$ cat src/rtl/resp_sig_pkg.sv
// Package: resp_sig_pkg
// Shared definitions for the response signature collector.
//  - rsc_state_t : collector FSM states
//  - RSC_DEF_POLY / RSC_DEF_SEED : default MISR polynomial and seed (32-bit)
//  - FOLD_MAX_W / FOLD_MAX_SIG : widest response vector / signature fold_vec handles
//  - fold_vec() : zero-padded XOR of all sig_w-bit slices of a response vector
package resp_sig_pkg;

  typedef enum logic [1:0] {ST_IDLE, ST_SETTLE, ST_CAPTURE, ST_DONE} rsc_state_t;

  localparam logic [31:0] RSC_DEF_POLY = 32'h04C11DB7;
  localparam logic [31:0] RSC_DEF_SEED = 32'hFFFFFFFF;

  localparam int unsigned FOLD_MAX_W   = 512;
  localparam int unsigned FOLD_MAX_SIG = 64;

  // The caller zero-extends its vector to FOLD_MAX_W, so the padding of the
  // last partial slice is implicit. Only the low sig_w bits of the result
  // are meaningful.
  function automatic logic [FOLD_MAX_SIG-1:0] fold_vec(
    input logic [FOLD_MAX_W-1:0] v,
    input int unsigned           sig_w
  );
    logic [FOLD_MAX_SIG-1:0] r;
    logic [FOLD_MAX_SIG-1:0] mask;
    logic [FOLD_MAX_W-1:0]   t;
    r    = '0;
    t    = v;
    mask = (sig_w >= FOLD_MAX_SIG) ? '1 : ((64'd1 << sig_w) - 64'd1);
    for (int unsigned s = 0; s < FOLD_MAX_W; s += sig_w) begin
      r = r ^ (t[FOLD_MAX_SIG-1:0] & mask);
      t = t >> sig_w;
    end
    return r;
  endfunction

endpackage

$ cat src/rtl/resp_misr.sv
// Module: resp_misr
// Multiple-input signature register used by resp_sig_collector.
// Ports:
//  clk   in   1      system clock
//  rst_n in   1      asynchronous active-low reset, loads SEED
//  clr   in   1      synchronous reload of SEED (takes priority over en)
//  en    in   1      advance the MISR by one step absorbing din
//  din   in   SIG_W  word absorbed on this step
//  sig   out  SIG_W  current signature
module resp_misr
  import resp_sig_pkg::*;
#(
  parameter int unsigned      SIG_W = 32,
  parameter logic [SIG_W-1:0] POLY  = SIG_W'(RSC_DEF_POLY),
  parameter logic [SIG_W-1:0] SEED  = SIG_W'(RSC_DEF_SEED)
) (
  input  logic             clk,
  input  logic             rst_n,
  input  logic             clr,
  input  logic             en,
  input  logic [SIG_W-1:0] din,
  output logic [SIG_W-1:0] sig
);

  // Shift left, fold the bit shifted out back in through POLY, then absorb din.
  always_ff @(posedge clk or negedge rst_n) begin
    if (!rst_n) begin
      sig <= SEED;
    end else if (clr) begin
      sig <= SEED;
    end else if (en) begin
      sig <= {sig[SIG_W-2:0], 1'b0} ^ (sig[SIG_W-1] ? POLY : '0) ^ din;
    end
  end

endmodule

$ cat src/rtl/resp_sig_collector.sv
// Module: resp_sig_collector
// Compacts a fuzzed DUT's flat output vector into a MISR signature over a
// programmed number of cycles, after a fixed settle window, then holds it.
// Optional feature macro: RESP_TRACE_EN (trace buffer of recent folded words).
// Ports:
//  clk        in   1                system clock
//  rst_n      in   1                asynchronous active-low reset
//  start      in   1                run request, accepted only in IDLE or DONE
//  num_cycles in   16               capture length, latched on accepted start
//  resp_flat  in   OUT_W            DUT response vector
//  busy       out  1                high in SETTLE or CAPTURE
//  done       out  1                high in DONE until the next accepted start
//  cyc_count  out  16               capture cycles completed
//  signature  out  SIG_W            current MISR value
//  trc_idx    in   $clog2(TRACE_D)  [RESP_TRACE_EN] read index, 0 = oldest entry
//  trc_data   out  SIG_W            [RESP_TRACE_EN] folded word, 1-cycle read latency
module resp_sig_collector
  import resp_sig_pkg::*;
#(
  parameter int unsigned      OUT_W   = 159,
  parameter int unsigned      SIG_W   = 32,
  parameter logic [SIG_W-1:0] POLY    = SIG_W'(RSC_DEF_POLY),
  parameter logic [SIG_W-1:0] SEED    = SIG_W'(RSC_DEF_SEED),
  parameter int unsigned      SETTLE  = 2,
  parameter int unsigned      TRACE_D = 8
) (
  input  logic             clk,
  input  logic             rst_n,
  input  logic             start,
  input  logic [15:0]      num_cycles,
  input  logic [OUT_W-1:0] resp_flat,
  output logic             busy,
  output logic             done,
  output logic [15:0]      cyc_count,
  output logic [SIG_W-1:0] signature
`ifdef RESP_TRACE_EN
  ,
  input  logic [$clog2(TRACE_D)-1:0] trc_idx,
  output logic [SIG_W-1:0]           trc_data
`endif
);

  localparam logic [15:0] SETTLE_LAST = (SETTLE > 0) ? 16'(SETTLE - 1) : 16'd0;

  rsc_state_t             state, next_state;
  logic [15:0]            num_lat;
  logic [15:0]            settle_cnt;
  logic                   start_ok;
  logic                   cap_en;
  logic [FOLD_MAX_W-1:0]  resp_pad;
  logic [SIG_W-1:0]       folded;

  assign resp_pad = FOLD_MAX_W'(resp_flat);
  assign folded   = SIG_W'(fold_vec(resp_pad, SIG_W));

  assign busy   = (state == ST_SETTLE) || (state == ST_CAPTURE);
  assign done   = (state == ST_DONE);
  assign cap_en = (state == ST_CAPTURE);

  // Next-state logic. A start seen while busy is simply not accepted.
  always_comb begin
    next_state = state;
    start_ok   = 1'b0;
    case (state)
      ST_IDLE, ST_DONE: begin
        if (start) begin
          start_ok = 1'b1;
          if (SETTLE == 0) begin
            next_state = (num_cycles == 16'd0) ? ST_DONE : ST_CAPTURE;
          end else begin
            next_state = ST_SETTLE;
          end
        end
      end
      ST_SETTLE: begin
        if (settle_cnt == SETTLE_LAST) begin
          next_state = (num_lat == 16'd0) ? ST_DONE : ST_CAPTURE;
        end
      end
      ST_CAPTURE: begin
        // The capture edge that makes cyc_count reach num_lat is the last one.
        if (cyc_count + 16'd1 == num_lat) begin
          next_state = ST_DONE;
        end
      end
      default: next_state = ST_IDLE;
    endcase
  end

  // State register and run counters.
  always_ff @(posedge clk or negedge rst_n) begin
    if (!rst_n) begin
      state      <= ST_IDLE;
      num_lat    <= '0;
      settle_cnt <= '0;
      cyc_count  <= '0;
    end else begin
      state <= next_state;
      if (start_ok) begin
        num_lat    <= num_cycles;
        settle_cnt <= '0;
        cyc_count  <= '0;
      end else if (state == ST_SETTLE) begin
        settle_cnt <= settle_cnt + 16'd1;
      end else if (cap_en) begin
        cyc_count <= cyc_count + 16'd1;
      end
    end
  end

  resp_misr #(
    .SIG_W (SIG_W),
    .POLY  (POLY),
    .SEED  (SEED)
  ) u_misr (
    .clk   (clk),
    .rst_n (rst_n),
    .clr   (start_ok),
    .en    (cap_en),
    .din   (folded),
    .sig   (signature)
  );

`ifdef RESP_TRACE_EN
  localparam int unsigned PW = $clog2(TRACE_D);

  logic [SIG_W-1:0] trc_mem [TRACE_D];
  logic [PW-1:0]    wr_ptr;
  logic             wrapped;
  logic [PW-1:0]    rd_addr;

  // Once the buffer has wrapped, the oldest entry sits at the write pointer.
  assign rd_addr = wrapped ? (wr_ptr + trc_idx) : trc_idx;

  // Circular trace buffer; cleared on start so unwritten entries read 0.
  always_ff @(posedge clk or negedge rst_n) begin
    if (!rst_n) begin
      for (int i = 0; i < int'(TRACE_D); i++) trc_mem[i] <= '0;
      wr_ptr   <= '0;
      wrapped  <= 1'b0;
      trc_data <= '0;
    end else begin
      trc_data <= trc_mem[rd_addr];
      if (start_ok) begin
        for (int i = 0; i < int'(TRACE_D); i++) trc_mem[i] <= '0;
        wr_ptr  <= '0;
        wrapped <= 1'b0;
      end else if (cap_en) begin
        trc_mem[wr_ptr] <= folded;
        wr_ptr          <= wr_ptr + 1'b1;
        if (wr_ptr == '1) wrapped <= 1'b1;
      end
    end
  end
`endif

endmodule

$ cat config.mk
export PLATFORM = sky130hd
export DESIGN_NAME = resp_sig_collector
export DESIGN_NICKNAME = d
export VERILOG_FILES = /design/src/rtl/resp_sig_pkg.sv /design/src/rtl/resp_misr.sv /design/src/rtl/resp_sig_collector.sv
export SDC_FILE = /design/constraint.sdc
export NUM_CORES = 1
export LEC_CHECK = 0
export BUFFER_PORTS_ARGS = -buffer_cell sky130_fd_sc_hd__buf_4
export CORE_MARGIN = 8
export CORE_UTILIZATION = 29
export DETAILED_ROUTE_END_ITERATION = 7
export PLACE_DENSITY = 0.5
export SYNTH_ARGS = -nofsm -noshare
export SYNTH_HDL_FRONTEND = slang
export SYNTH_SLANG_ARGS = --single-unit
$ cat constraint.sdc
create_clock -name clk -period 2.48 [get_ports clk]
set_clock_uncertainty 0.1 [all_clocks]
set_input_delay 0.496 -clock clk [delete_from_list [all_inputs] [get_ports clk]]
set_output_delay 0.496 -clock clk [all_outputs]
set_load 0.02 [all_outputs]
# ---- Yosys cells after proc, flatten, opt, wreduce, memory -nomap -nowiden
# Index checks and enable logic that the tools add are counted.
dict set report totals {
  reg_bits 82
  input_bits 178
  word_cells 45
  out_inout_bits 50
}
dict set report op_classes {
  addsub 2
  n_reduce_logical 8
  n_bitwise 6
  mux 15
  eq_ne 9
}
# op n
set ops {}
lappend ops {{$xor 32x32->32} 5}
lappend ops {{$mux 16} 5}
lappend ops {{$mux 32} 2}
lappend ops {{$add 16x1->16 const B} 2}
lappend ops {{$xor 32x31->32} 1}
lappend ops {{$mux 27} 1}
lappend ops {{$eq 16x1->1 const B} 1}
lappend ops {{$eq 16x16->1} 1}
lappend ops {{$logic_not 16->1} 1}
lappend ops {{$mux 2} 3}
lappend ops {{$pmux 2 s3} 1}
lappend ops {{$eq 2x2->1 const B} 2}
lappend ops {{$ne 2x1->1 const B} 2}
lappend ops {{$ne 2x2->1 const B} 2}
lappend ops {{$reduce_bool 2->1} 2}
lappend ops {{$mux 1} 3}
lappend ops {{$reduce_and 3->1} 1}
lappend ops {{$eq 2x1->1 const B} 1}
lappend ops {{$logic_not 2->1} 1}
lappend ops {{$reduce_and 2->1} 1}
lappend ops {{$reduce_or 2->1} 1}
lappend ops {{$logic_or 1x1->1} 1}

# ---- Longest topological paths before layout
# Gate-level depths: netlist of the first run.
dict set report logic_depth {
  depth_word 7
  depth_mapped 10
  ltp_nobuf 9
}

# ---- Modules after synthesis
# From an unflattened synthesis of the first run, not the netlist that was laid out.
dict set report unflattened {
  hier_cells 588
  hier_area_um2 5849.4
}
# module cells_per_inst area_per_inst_um2 seq_area_each_um2 n_inst
set by_module_without_submodules {}
lappend by_module_without_submodules {resp_sig_collector 449 3971.3 1251.2 1}
lappend by_module_without_submodules {resp_misr 139 1878.1 840.8 1}

# ---- Worst setup path before layout of the first run
# Ideal clock, no wire load.
dict set report synth_path {
  kind {register -> register}
  from {register cyc_count[0]}
  to {register state[1]}
  n_path_buf 1
  synth_period_minus_slack_ps 2255
  path_stages_with_launch 10
  setup_ps 126
  path_slack_ps 225
  arrival_ps 2029
  t_required_ps 2254
  path_cell_list {dfrtp_1 ha_1 and4_1 buf_4 and3_1 nor4b_2 a21oi_1 nor4_4 a21o_2 nand3_1}
}
dict set report synth_via {
  elab_chain_cells 4
}
# item line_no
set synth_rtl {}
lappend synth_rtl {{start: declaration} resp_sig_collector.sv:34} ;# output logic [15:0] cyc_count,
lappend synth_rtl {{start signal: assignment} resp_sig_collector.sv:106} ;# cyc_count <= cyc_count + 16'd1;
lappend synth_rtl {{$add 16x1->16} resp_sig_collector.sv:82} ;# if (cyc_count + 16'd1 == num_lat) begin
lappend synth_rtl {{$eq 16x16->1} resp_sig_collector.sv:82}
lappend synth_rtl {{$ne 2x1->1 (no line)} --}
lappend synth_rtl {{$reduce_and 3->1 (no line)} --}
lappend synth_rtl {{end signal: assignment} resp_sig_collector.sv:98} ;# state <= next_state;
lappend synth_rtl {{end: declaration} resp_sig_collector.sv:45} ;# rsc_state_t state, next_state;
# No other way between the ends.
# A chain may end at the register's enable or synchronous reset.

# ---- Worst setup path in the final report of the first run
dict set report layout_path {
  from {register cyc_count[1]}
  to {register state[0]}
}
# Same word-level chain as after synthesis.

==> results of run 1 <==
[cells in the mapped netlist (3+ instances only)]
master,count
buf_4,3
o31ai_1,4
xnor2_1,157
and4_1,3
and3_1,7
or3_1,3
xor2_1,45
nor3b_1,4
clkbuf_1,19
mux2i_1,13
nor3_1,3
inv_1,9
a21oi_1,6
ha_1,6
dfrtp_1,50
nor2_1,29
nand3_1,11
dfstp_2,32
o2111a_1,3
a31oi_1,5
and3_2,3
nand4_1,10
o21ai_0,43
nor4_1,4
nand2_1,131
[through the flow]
stage	setup slack (ps)	util, %	instances	power (mW)
floorplan	225.0	-	642	4.693
global placement	181.8	40.07	1123	6.015
detailed placement	136.3	40.07	1123	6.025
CTS	107.3	41.57	1139	7.373
global route	45.97	41.59	1139	7.841
finish	202.4	41.59	1139	7.221
[logic make-up (layout without fill, tap and decap cells)]
kind of cell | count (synthesis) | in the layout | share of synthesized area (%)
buffers and inverters | 36 | 268 | 2.982
AND/OR/NAND/NOR | 222 | 222 | 18.02
adder cells (fa/ha/maj) | 7 | 7 | 1.470
AO/OA/AOI/OAI | 80 | 80 | 8.580
flip-flops | 82 | 82 | 36.14
multiplexers | 13 | 13 | 2.248
XOR/XNOR | 202 | 202 | 30.56
[critical path: cells and delay by family (launching register included)]
family / cells / cell delay, ps
adder cells (fa/ha/maj): 1 / 260
flip-flops: 1 / 410
AND/OR/NAND/NOR: 5 / 1140
AO/OA/AOI/OAI: 2 / 280
[path summary, 6_finish.rpt]
| check | to | slack (ps) | depth (start not counted) |
|---|---|---|---|
| worst max-delay path | state[0] | 200 | 8 |
| worst min-delay path | num_lat[2] | 240 | 3 |
| worst max register to register | state[0] | 200 | 8 |
| worst min register to register | num_lat[0] | 430 | 2 |
| max in group asynchronous | u_misr.sig[10] | 1100 | 3 |
| min in group asynchronous | cyc_count[6] | 530 | 2 |
[power by group through the flow]
stage | clock (mW) | combinational [mW] | sequential (mW)
2_1_floorplan | 0 | 2.36 | 2.33
4_1_cts | 1.35 | 3.77 | 2.25
5_1_grt | 1.40 | 4.14 | 2.30
3_3_place_gp | 0 | 3.75 | 2.27
6_report | 1.29 | 3.69 | 2.24
3_5_place_dp | 0 | 3.76 | 2.26
[area by class of cell]
| cell class | instances | area, µm² |
|---|---|---|
| inverter | 9 | 33.78 |
| tap | 265 | 331.6 |
| clock buffer | 13 | 271.5 |
| timing repair buffer | 244 | 1847 |
| fill | 2036 | 11400 |
| sequential | 82 | 2092 |
| clock inverter | 2 | 12.51 |
| multi-input combinational | 524 | 3533 |
[state kept, by name, summed over array words and instances, names as in the netlist]
name,count
u_misr.sig,32
cyc_count,16
num_lat,16
settle_cnt,16
state,2
[placed cells by master, fill, tap and decap left out, drive strengths merged, types with 11 or more instances in the layout]
cell type / synthesis / final
buf: 7 / 243
xnor2: 157 / 157
nand2: 131 / 131
dfrtp: 50 / 50
xor2: 45 / 45
o21ai: 43 / 43
dfstp: 32 / 32
nor2: 30 / 30
mux2i: 13 / 13
clkbuf: 20 / 13
nand3: 11 / 11
nand4: 11 / 11
[repair_timing]
action / 4_1_cts / 5_1_grt
hold buffers: 1 / 0
hold endpoints to repair: 26 / 0
gates resized for setup: 0 / 2
setup endpoints to repair: 0 / 2
[per-layer routing]
| layer | up-vias | wire (µm) |
|---|---|---|
| li1 | 2578 | - |
| met1 | 2327 | 7384 |
| met2 | 158 | 8928 |
| met3 | 8 | 1435 |
| met4 | 0 | 128 |
| met5 | - | 0 |
==> flow_metrics.py, run 1 <==
metrics = {
    "detailed_routing": {
        "first_iter_violations": 241,
        "drtPass1Iterations": 4,
        "drc": 0,
        "ant_nets": 0,
        "viasPerCell": 4.452,
        "wl_mm": 17.88,
        "vias": 5071,
        "post_drt_wl_per_cell_um": 15.70,
    },
    "synthesis": {
        "synth.avg_cell_area_um2": 9.018,
        "syn-num-nets": 826,
        "netlist_top_cells_area": "xnor2_1, dfrtp_1, dfstp_2",
        "syn_area_um2": 5789,
        "yosys_warnings": 0,
        "ys_seq_area_share_pct": 36.14,
        "ys_types": 56,
        "ys_ff_latch": 82,
        "synth.top_cell.area_share_pct": 23.75,
        "syn_inst": 642,
        "synth_edf_count": 0,
        "async_reset_ff_share_pct": 100.0,
        "yosysTopAreaCell": "xnor2_1",
        "synth_top_flop_cell": "dfrtp_1",
    },
    "hold_path": {
        "holdCritPathClass": "in -> reg",
        "hold_start": "num_cycles[2]",
    },
    "placed_design": {
        "hpwl_mm": 14.31,
        "portBuffers": 227,
        "placed_area_um2": 7824,
        "gp_congestion": 0.8263,
    },
    "sta": {
        "clock.fmax_ghz": 0.4391,
        "hold_ws_ps": 239.5,
        "setup_viol": 0,
        "max_slew_margin_pct": 64.04,
        "worst_slew_pin_slew_ps": 539.4,
        "hold_viol_final": 0,
        "drv_slew": 0,
        "fin_setup_tns_ps": 0,
        "post-route-period-util_pct": 91.84,
        "rsz0062_at_grt": "false",
        "final.min_clock_period_ps": 2278,
    },
    "global_routing": {
        "grt_antenna_before_repair": 0,
        "grt_pass1_vias": 5427,
        "grt_pass1_wl_mm": 28.38,
        "busiest_layer": "met2",
        "grt_max_degree": 49,
        "overflow": 0,
        "grt_use_met2_pct": 25.76,
        "grtUsageTotal_pct": 14.61,
        "met3_usage_pct": 5.868,
        "met1_usage_pct": 16.35,
    },
    "cells_and_area": {
        "n_antenna_cell": 0,
        "final_area_um2": 8122,
        "nets": 1054,
        "area_delta_synth_final_pct": 40.29,
        "drive_gt1_share_pct": 34.67,
    },
    "clocking": {
        "cts_tree": "built",
        "cts.sinks": 82,
        "cts_made_buffers": 9,
        "cts_setup_buffers": 0,
        "clk_pin_slew_ps": 60,
        "insertion_delay_ps": 340,
        "h-tree-depth": 3,
        "cts_root_buf": "clkbuf_16",
        "cts.path.max_buffers": 2,
    },
    "setup_path": {
        "slowest_delay_ps": 410,
        "r2r_start": "cyc_count[1]",
        "worstPathRequired_ps": 2640,
        "crit_path_start": "cyc_count[1]",
        "cp_max_fo": 7,
        "path_cells": "ha_2, and4_2, and3_1, nor4b_2, a21oi_1, nor4_4, nand3b_1, a31oi_1",
        "crit_path_end_kind": "flip-flop",
        "start_kind": "flip-flop",
        "worst_ep_arrival_time_ps": 2440,
        "cp_slowest_cell": "dfrtp_1",
        "worstSetupPathType": "reg -> reg",
    },
    "power_and_ir_drop": {
        "vdd_drop_max_uv": 353.4,
        "cellPowerDensity_nw_per_um2": 889.2,
        "p_leak_nw": 3.534,
        "internal_power_mw": 4.291,
        "power_frac_seq_pct": 31.0,
        "power_frac_comb_pct": 51.1,
        "p_switching_mw": 2.930,
        "p_clk_share_pct": 17.9,
        "netSwitchingFraction_pct": 40.57,
    },
    "floorplanning": {
        "die_h_um": 157.3,
        "coreArea_um2": 19530,
        "die-area_um2": 24740,
        "die_x_um": 157.3,
        "fp-row-count": 51,
        "ios": 228,
        "initial_utilization_pct": 29.65,
    },
    "outcome": {
        "status": "completed",
    },
    "flow_run": {
        "cap_viol_max_count": 0,
    },
}
(Power assumes the default switching activity.)
==> run 2, diff against run 1 <==
--- a/config.mk
+++ b/config.mk
@@ -5,11 +5,12 @@
 export SDC_FILE = /design/constraint.sdc
 export NUM_CORES = 1
 export LEC_CHECK = 0
+export ABC_AREA = 1
 export BUFFER_PORTS_ARGS = -buffer_cell sky130_fd_sc_hd__buf_4
 export CORE_MARGIN = 8
 export CORE_UTILIZATION = 29
 export DETAILED_ROUTE_END_ITERATION = 7
-export PLACE_DENSITY = 0.5
+export PLACE_DENSITY = 0.51
 export SYNTH_ARGS = -nofsm -noshare
 export SYNTH_HDL_FRONTEND = slang
 export SYNTH_SLANG_ARGS = --single-unit
==> constraint.sdc (replaced) <==
create_clock -name clk -period 2.8 [get_ports clk]
set_clock_uncertainty 0.1 [all_clocks]
set_input_delay 0.56 -clock clk [delete_from_list [all_inputs] [get_ports clk]]
set_output_delay 0.56 -clock clk [all_outputs]
set_load 0.02 [all_outputs]
==> flow_metrics.py, run 2 <==
metrics = {
    "power_and_ir_drop": {
        "p_switching_mw": 2.587,
        "internal_power_mw": 3.702,
        "netSwitchingFraction_pct": 41.14,
        "p_leak_nw": 3.530,
        "power_frac_comb_pct": 49.8,
        "p_clk_share_pct": 18.9,
        "cellPowerDensity_nw_per_um2": 793.5,
        "vdd_drop_max_uv": 489.0,
        "power_frac_seq_pct": 31.4,
    },
    "detailed_routing": {
        "vias": 5127,
        "first_iter_violations": 189,
        "post_drt_wl_per_cell_um": 14.71,
        "drc": 0,
        "viasPerCell": 4.345,
        "ant_nets": 0,
        "wl_mm": 17.35,
        "drtPass1Iterations": 4,
    },
    "synthesis": {
        "yosys.cell_count.top_type": "xnor2_1",
        "ys_seq_area_share_pct": 37.35,
        "synth_top_flop_cell": "dfrtp_1",
        "netlist_top_cells_area": "dfrtp_1, xnor2_1, dfstp_2",
        "syn_inst": 680,
        "async_reset_ff_share_pct": 100.0,
        "ys_ff_latch": 82,
        "yosys_warnings": 0,
        "syn-num-nets": 864,
        "yosysTopAreaCell": "dfrtp_1",
        "synth_commonest_cells": "xnor2_1, nand2_1, inv_1",
        "syn_area_um2": 5600,
        "synth.top_cell.area_share_pct": 22.34,
        "ys_types": 27,
        "synth.avg_cell_area_um2": 8.236,
        "synth_edf_count": 0,
    },
    "sta": {
        "max_slew_margin_pct": 28.25,
        "drv_slew": 0,
        "worst_slew_pin_slew_ps": 1075,
        "setup_viol": 0,
        "rsz0062_at_grt": "false",
        "clock.fmax_ghz": 0.4241,
        "post-route-period-util_pct": 84.21,
        "final.min_clock_period_ps": 2358,
        "fin_setup_tns_ps": 0,
        "hold_viol_final": 0,
        "hold_ws_ps": 80.23,
    },
    "global_routing": {
        "overflow": 0,
        "grtUsageTotal_pct": 14.27,
        "grt_pass1_wl_mm": 27.12,
        "grt_antenna_before_repair": 0,
        "grt_max_degree": 50,
        "grt_pass1_vias": 5273,
    },
    "hold_path": {
        "holdCritPathClass": "in -> async",
    },
    "clocking": {
        "cts_root_buf": "clkbuf_16",
        "insertion_delay_ps": 350,
        "h-tree-depth": 3,
        "cts_setup_buffers": 0,
        "cts.path.max_buffers": 2,
        "cts_tree": "built",
        "cts.sinks": 82,
        "clk_pin_slew_ps": 60,
        "cts_hold_buf": 0,
        "cts_resized": 0,
        "cts_made_buffers": 9,
    },
    "floorplanning": {
        "initial_utilization_pct": 29.16,
        "ios": 228,
        "fp-row-count": 51,
        "die_h_um": 155.0,
        "coreArea_um2": 19210,
        "die-area_um2": 24010,
        "die_x_um": 155.0,
    },
    "placed_design": {
        "hpwl_mm": 13.87,
        "gp_congestion": 0.7836,
        "portBuffers": 227,
        "placed_area_um2": 7631,
    },
    "outcome": {
        "status": "completed",
    },
    "setup_path": {
        "crit_top_cell": "inv_1",
        "start_kind": "flip-flop",
        "slowest_delay_ps": 780,
        "crit_path_end_kind": "flip-flop",
        "cp_slowest_cell": "inv_1",
        "cp_top_family": "buffers and inverters",
        "worst_ep_arrival_time_ps": 2540,
        "worstPathRequired_ps": 2980,
        "crit_buf_inv": 4,
        "worstSetupPathType": "reg -> reg",
        "cp_max_fo": 31,
        "path_cells": "inv_1, ha_1, nand2_1, inv_2, nor2_1, inv_1, o22ai_1, inv_1",
    },
    "cells_and_area": {
        "n_antenna_cell": 0,
        "final_area_um2": 7925,
        "drive_gt1_share_pct": 33.33,
        "seqCellArea_um2": 2092,
        "top_register": "u_misr.sig",
        "multiInputGateArea_um2": 3142,
        "area_delta_synth_final_pct": 41.51,
        "largest_reg_flops": 32,
        "layout_commonest_cell": "buf_4",
        "nets": 1094,
        "n_fill_cell": 1981,
        "final_cell_mix": "buf_4, xnor2_1, nand2_1",
    },
    "flow_run": {
        "cap_viol_max_count": 0,
    },
}
## run 2: kinds of logic after synthesis
family                   synth area share [%]
flip-flops                              37.35
buffers and inverters                   6.546
XOR/XNOR                                26.90
adder cells (fa/ha/maj)                 1.340
AND/OR/NAND/NOR                         19.21
AO/OA/AOI/OAI                           8.646
## run 2: cell type report
cell class	instances	area share, %
Multi-Input combinational cell	503	39.64
Sequential cell	82	26.40
Timing Repair Buffer	233	22.23
Tap cell	265	4.184
Inverter	81	3.836
Clock buffer	15	3.647
Clock inverter	1	0.06315
## run 2: per-stage QoR
stage               worst slack (ps)  utilization (%)  power [mW]  std cells
floorplan                      828.9                -       4.049        680
global placement               499.5            39.73       5.140       1164
detailed placement             360.7            39.73       5.184       1164
CTS                            365.1            41.26       6.410       1180
global route                   168.0            41.26       6.816       1180
finish                         442.1            41.26       6.289       1180
## run 2: power groups by stage
stage	sequential (mW)	clock [mW]	combinational [mW]
5_1_grt	2.04	1.29	3.49
3_3_place_gp	1.99	0	3.15
6_report	1.97	1.19	3.13
3_5_place_dp	2.00	0	3.19
4_1_cts	1.98	1.23	3.20
2_1_floorplan	2.08	0	1.97
## run 2: final timing paths
path	startpoint	to	slack (ps)	cells past startpoint
setup / recovery	state[0]	u_misr.sig[6]	440	8
hold / removal	rst_n	settle_cnt[10]	80	1
setup reg to reg	state[0]	u_misr.sig[6]	440	8
hold reg to reg	settle_cnt[15]	settle_cnt[15]	380	1
max in group asynchronous	rst_n	u_misr.sig[18]	1830	2
min in group clk	num_cycles[0]	num_lat[0]	320	3
## run 2: layer usage
| layer | GRT usage [%] | wire, µm |
|---|---|---|
| met1 | 17.54 | 7516 |
| met2 | 23.61 | 8402 |
| met3 | 3.828 | 1128 |
| met4 | 5.040 | 307 |
| met5 | 0 | 0 |
